==> config.mk <==
export PLATFORM = sky130hd
export DESIGN_NAME = alu_rr_arbiter
export DESIGN_NICKNAME = d
export VERILOG_FILES = /design/src/rtl/alu_rr_arbiter.sv
export SDC_FILE = /design/constraint.sdc
export NUM_CORES = 1
export LEC_CHECK = 0
export ABC_AREA = 1
export CORE_ASPECT_RATIO = 0.75
export CORE_MARGIN = 4
export CORE_UTILIZATION = 39
export DETAILED_ROUTE_END_ITERATION = 6
export HOLD_SLACK_MARGIN = 0.05
export PLACE_DENSITY = 0.79
export SYNTH_ARGS = -nofsm -noshare
export SYNTH_HDL_FRONTEND = slang
export SYNTH_SLANG_ARGS = --single-unit
==> constraint.sdc <==
create_clock -name CLK -period 1.5 [get_ports CLK]
set_input_delay 0.3 -clock CLK [delete_from_list [all_inputs] [get_ports CLK]]
set_output_delay 0.3 -clock CLK [all_outputs]
set_load 0.03 [all_outputs]
==> src/rtl/alu_rr_arbiter.sv <==
// alu_rr_arbiter: round-robin sharing of one 8-bit ALU between two requesters with settle window and response handshake
module alu_rr_arbiter #(
  parameter int SETTLE_CYCLES = 1
) (
  input  logic       CLK,
  input  logic       RESET,
  input  logic       req0_valid,
  output logic       req0_ready,
  input  logic [7:0] req0_data1,
  input  logic [7:0] req0_data2,
  input  logic [2:0] req0_select,
  input  logic       req1_valid,
  output logic       req1_ready,
  input  logic [7:0] req1_data1,
  input  logic [7:0] req1_data2,
  input  logic [2:0] req1_select,
  output logic       rsp0_valid,
  input  logic       rsp0_ready,
  output logic       rsp1_valid,
  input  logic       rsp1_ready,
  output logic [7:0] rsp_result,
  output logic       rsp_err,
  output logic [7:0] alu_data1,
  output logic [7:0] alu_data2,
  output logic [2:0] alu_select,
  input  logic [7:0] alu_result,
  output logic       busy
);
  typedef enum logic [1:0] {IDLE, EXEC, RESP} state_t;
  state_t     r_state;
  logic [3:0] r_cnt;
  logic       r_last;
  logic       r_owner;
  logic [7:0] r_d1;
  logic [7:0] r_d2;
  logic [2:0] r_sel;
  logic [7:0] r_res;
  logic       r_err;
  logic       w_idle;
  logic       w_grant;
  logic       w_acc;
  logic [7:0] w_d1;
  logic [7:0] w_d2;
  logic [2:0] w_sel;
  logic       w_rsp_hs;
  // on contention the requester that did not win last time gets the grant
  assign w_idle     = r_state == IDLE;
  assign w_grant    = (req0_valid && req1_valid) ? ~r_last : req1_valid;
  assign req0_ready = w_idle && req0_valid && !w_grant;
  assign req1_ready = w_idle && req1_valid && w_grant;
  assign w_acc      = req0_ready || req1_ready;
  assign w_d1       = w_grant ? req1_data1 : req0_data1;
  assign w_d2       = w_grant ? req1_data2 : req0_data2;
  assign w_sel      = w_grant ? req1_select : req0_select;
  assign rsp0_valid = (r_state == RESP) && !r_owner;
  assign rsp1_valid = (r_state == RESP) && r_owner;
  assign w_rsp_hs   = (rsp0_valid && rsp0_ready) || (rsp1_valid && rsp1_ready);
  assign rsp_result = r_res;
  assign rsp_err    = r_err;
  assign alu_data1  = r_d1;
  assign alu_data2  = r_d2;
  assign alu_select = r_sel;
  assign busy       = !w_idle;
  always_ff @(posedge CLK) begin
    if (RESET) begin
      r_state <= IDLE;
      r_cnt   <= '0;
      r_last  <= 1'b1;
      r_owner <= 1'b0;
      r_d1    <= '0;
      r_d2    <= '0;
      r_sel   <= '0;
      r_res   <= '0;
      r_err   <= 1'b0;
    end else begin
      case (r_state)
        IDLE: if (w_acc) begin
          r_owner <= w_grant;
          r_last  <= w_grant;
          // selects 4..7 never reach the ALU and answer immediately with an error
          if (w_sel[2]) begin
            r_res   <= '0;
            r_err   <= 1'b1;
            r_state <= RESP;
          end else begin
            r_d1    <= w_d1;
            r_d2    <= w_d2;
            r_sel   <= w_sel;
            r_cnt   <= 4'(SETTLE_CYCLES - 1);
            r_state <= EXEC;
          end
        end
        EXEC: if (r_cnt == 4'd0) begin
          r_res   <= alu_result;
          r_err   <= 1'b0;
          r_state <= RESP;
        end else begin
          r_cnt <= r_cnt - 4'd1;
        end
        RESP: if (w_rsp_hs) r_state <= IDLE;
        default: r_state <= IDLE;
      endcase
    end
  end
endmodule
; Yosys cells after proc, flatten, opt, wreduce, memory -nomap -nowiden
; Index checks and enable logic that the tools add are counted.
[classes]
n_mux = 21
addsub = 1
n_reduce_logical = 22
n_eq_ne = 8
bitwise_logic = 2
[ops]
columns = cell, n
row1 = $mux 8, 5
row2 = $pmux 8 s2, 1
row3 = $mux 4, 3
row4 = $logic_and 1x1->1, 9
row5 = $mux 2, 4
row6 = $ne 2x2->1 const B, 4
row7 = $pmux 4 s2, 1
row8 = $reduce_and 4->1, 2
row9 = $pmux 2 s3, 1
row10 = $reduce_and 3->1, 2
row11 = $logic_not 4->1, 1
row12 = $mux 1, 4
row13 = $ne 2x1->1 const B, 2
row14 = $sub 4x1->4 const B, 1
row15 = $logic_not 1->1, 3
row16 = $mux 3, 1
row17 = $eq 2x1->1 const B, 1
row18 = $eq 2x2->1 const B, 1
row19 = $logic_not 2->1, 1
row20 = $logic_or 1x1->1, 2
row21 = $not 1->1, 2
row22 = $pmux 1 s2, 1
row23 = $reduce_and 2->1, 1
row24 = $reduce_bool 2->1, 1
[word_totals]
word_cells = 63
output_inout_bits = 33
regBits = 35

; Logic depth before layout (Yosys ltp)
[logic_depth]
word_depth = 7
ltp_mapped = 9

; Worst setup path after synthesis
; Ideal clock, no wire load.
[synth_timing]
kind = register to output
startpoint = register r_last
endpoint = output port req0_ready
setup_slack_ns = -0.160
n_path_buf = 1
stages_incl_launch_ff = 6
arrival_time_ns = 1.360
t_required_ns = 1.200
cell_sequence = dfxtp_1 nand2_1 nand2_1 inv_2 buf_2 nor3_1
[synth_via]
elab_chain_len = 4
[synth_rtl]
columns = element, line
row1 = start: declaration, 32  ; logic r_last;
row2 = start signal: assignment, 79  ; r_last <= w_grant;
row3 = $not 1->1, 48  ; assign w_grant = (req0_valid && req1_valid) ? ~r_last : req1_valid;
row4 = $mux 1, 48
row5 = $logic_not 1->1, 49  ; assign req0_ready = w_idle && req0_valid && !w_grant;
row6 = $logic_and 1x1->1, 49
row7 = end: declaration, 8  ; output logic req0_ready,
; No other way between the ends.

; Worst setup path in the final report
[layout_timing]
startpoint = register r_state[0]
endpoint = output port req0_ready
[layout_via]
elab_chain_len = 3
[layout_rtl]
columns = element, line
row1 = start: declaration, 30  ; state_t r_state;
row2 = start signal: assignment, 66  ; r_state <= IDLE;
row3 = start signal: assignment, 84  ; r_state <= RESP;
row4 = start signal: assignment, 90  ; r_state <= EXEC;
row5 = $logic_not 2->1, 47  ; assign w_idle = r_state == IDLE;
row6 = $logic_and 1x1->1 (2 in series), 49
; No other way between the ends.

==> out/qor.csv <==
metric;value;unit
max_freq;676;MHz
rsz0062_at_grt;yes;
cap_violations;0;
worst-setup-path-type;reg2out;
period_share;0.986;
yosysWarnings;0;
drt_first_iter_violations;85;
ys.flop_type;dfxtp_1;
synth_area;0.00165;mm²
period_minus_slack;1.48;ns
grt_pass1_vias;1661;
reg2reg_depth;9;
r2r_end;rsp_result[7];
n_fill_cell;361;
grt_max_degree;23;
multi_input_area;872;µm²
die-width;83.0;µm
antenna_left;0;
post-route-util;0.686;
hp-class;reg2reg;
area_growth_syn_to_layout;68.9;%
cts_root_buffer;clkbuf_8;
yosysTopAreaCell;dfxtp_1;
reg2reg_slack;0.14;ns
crit_fanout;4;
syn_avg_cell_area;6.51;µm²
peakVddDrop;727;µV
grt_pass1_wl;7330;µm
placementRows;20;
clk_latency;0.28;ns
p_per_area;1150;mW/mm²
synth_area_leaders;dfxtp_1, nand2_1, nor2_1;
hold_depth;2;
cp.arrival;1.18;ns
async_reset_ff_frac;0;
rr_startpoint;r_cnt[0];
globalRouteTotalUtil;0.166;
required;1.20;ns
final-setup-viol-count;0;
hpwl;3400;µm
htreeDepth;2;
grt_antenna_before_repair;0;
finalHoldViolations;0;
slew_violations;0;
p_leak;1.35;nW
worst_setup_path_start_kind;flop;
die_area;0.00534;mm²
die_y;64.3;µm
outcome;finished clean;
drc;0;
syn_nets;307;
cts_buffers;5;
cts.clk_slew.worst_paths;0.07;ns
cts.sinks;35;
place.gp.congestion;0.804;
whs;0.462;ns
crit_path_end_kind;primary output;
avgRoutedWirePerCell;11.2;µm
num-nets-final;400;
drive_gt1_frac;0.127;
gr-total-overflow;0;
viasPerCell;4.55;
start_util;0.406;
routed_wl;4510;µm
first_pass_iters;5;
synth_seq_cells;35;
min_to;rsp_result[3];
dr_total_vias;1828;
io-pin-count;85;
antenna_cells;0;
portBuffers;83;
synth_cell_types;22;
finClkSkew;0.00594;ns
clock_path_buffers;2;
synth_edf_count;0;
core-area;0.00405;mm²
hold_start;rsp_result[3];
cts_tree;done;
yosys.area.top_type_share;0.426;
synth_cells;253;
seq_area_frac_synth;0.426;
regArea;703;µm²
[worst max-delay path: stages, from the launching register on]
cell and delay, ns:
dfxtp_1 0.34, nor2_4 0.16, inv_4 0.08, nor3_4 0.17, buf_6 0.15
[power by group]
group          switching [W]  internal [W]
registers          0.0000741       0.00106
clock network       0.000345      0.000495
logic               0.000714      0.000502
total                0.00113       0.00205
[final cells by class]
type | count | share of cell area
inverters | 18 | 0.0288
multi-input cells | 190 | 0.314
repair buffers | 96 | 0.340
flip-flops and latches | 35 | 0.253
clock inverters | 3 | 0.0157
well taps | 55 | 0.0247
clock buffers | 5 | 0.0247
[layer usage]
layer  global-route usage  up-vias  part of all wire  wire (µm)
li1                     -      970                 -          -
met1                0.207      790              0.47       2110
met2                0.275       64              0.45       2030
met3               0.0631        4             0.076        344
met4               0.0306        0            0.0051         23
met5                    0        -                 0          0
[state kept, by name, summed over array words and instances, names as in the netlist]
name / count
alu_data1: 8
alu_data2: 8
alu_select: 2
r_cnt: 4
r_last: 1
r_owner: 1
r_state: 2
rsp_err: 1
rsp_result: 8
[cells in the mapped netlist (3+ instances only)]
cell type and count:
a21oi_1 15, buf_2 4, clkbuf_1 3, dfxtp_1 35, inv_1 15, nand2_1 91
nand3_1 7, nor2_1 44, nor2_2 3, o21ai_0 14, o21ai_1 6
[placed cells by master, fill, tap and decap left out, drive strengths merged]
master / n
clkdlybuf4s50: 49
bufinv: 1
ha: 2
nand3b: 1
clkinv: 2
inv: 18
nand3: 7
conb: 1
nor2: 47
a21oi: 16
nand2: 93
dfxtp: 35
nor3: 2
dlygate4sd2: 29
clkbuf: 5
buf: 18
o21ai: 20
o22a: 1
[what timing repair did]
item,CTS,global route
resized for setup,37,14
pin swaps,4,3
setup buffers,0,2
hold buffers,0,0
cloned,0,0
setup endpoints to repair,32,26
[through the flow]
stage               cells  TNS [ns]  total power, W  area, µm²  setup slack (ns)
global placement      392     -6.44         0.00234       2620            -0.239
detailed placement    392     -8.22         0.00236       2620            -0.329
floorplan             253         0         0.00184       1650             0.102
global route          402   -0.0360         0.00337       2780           -0.0360
CTS                   400   -0.0789         0.00315       2720           -0.0789
finish                402         0         0.00319       2780            0.0209
[worst max path at each step]
stage	from	to	slack, ns	cells after the start
after floorplan	r_last	req0_ready	0.10	5
after global placement	req0_valid	alu_data2[4]	-0.24	9
after detailed placement	req1_valid	alu_data2[1]	-0.33	8
after CTS	r_last	req0_ready	-0.08	6
after global routing	r_state[0]	req0_ready	-0.04	4
final	r_state[0]	req0_ready	0.02	4
[logic make-up (layout without fill, tap and decap cells)]
logic type      count (synthesis)  in the layout  share of synthesized area
compound gates                 37             37                      0.122
buf+inv                        28            122                     0.0767
flops                          35             35                      0.426
simple gates                  150            150                      0.359
other cells                     1              1                    0.00228
fa+ha+maj                       2              2                     0.0152
No activity file was read; power rests on OpenSTA's default activity.
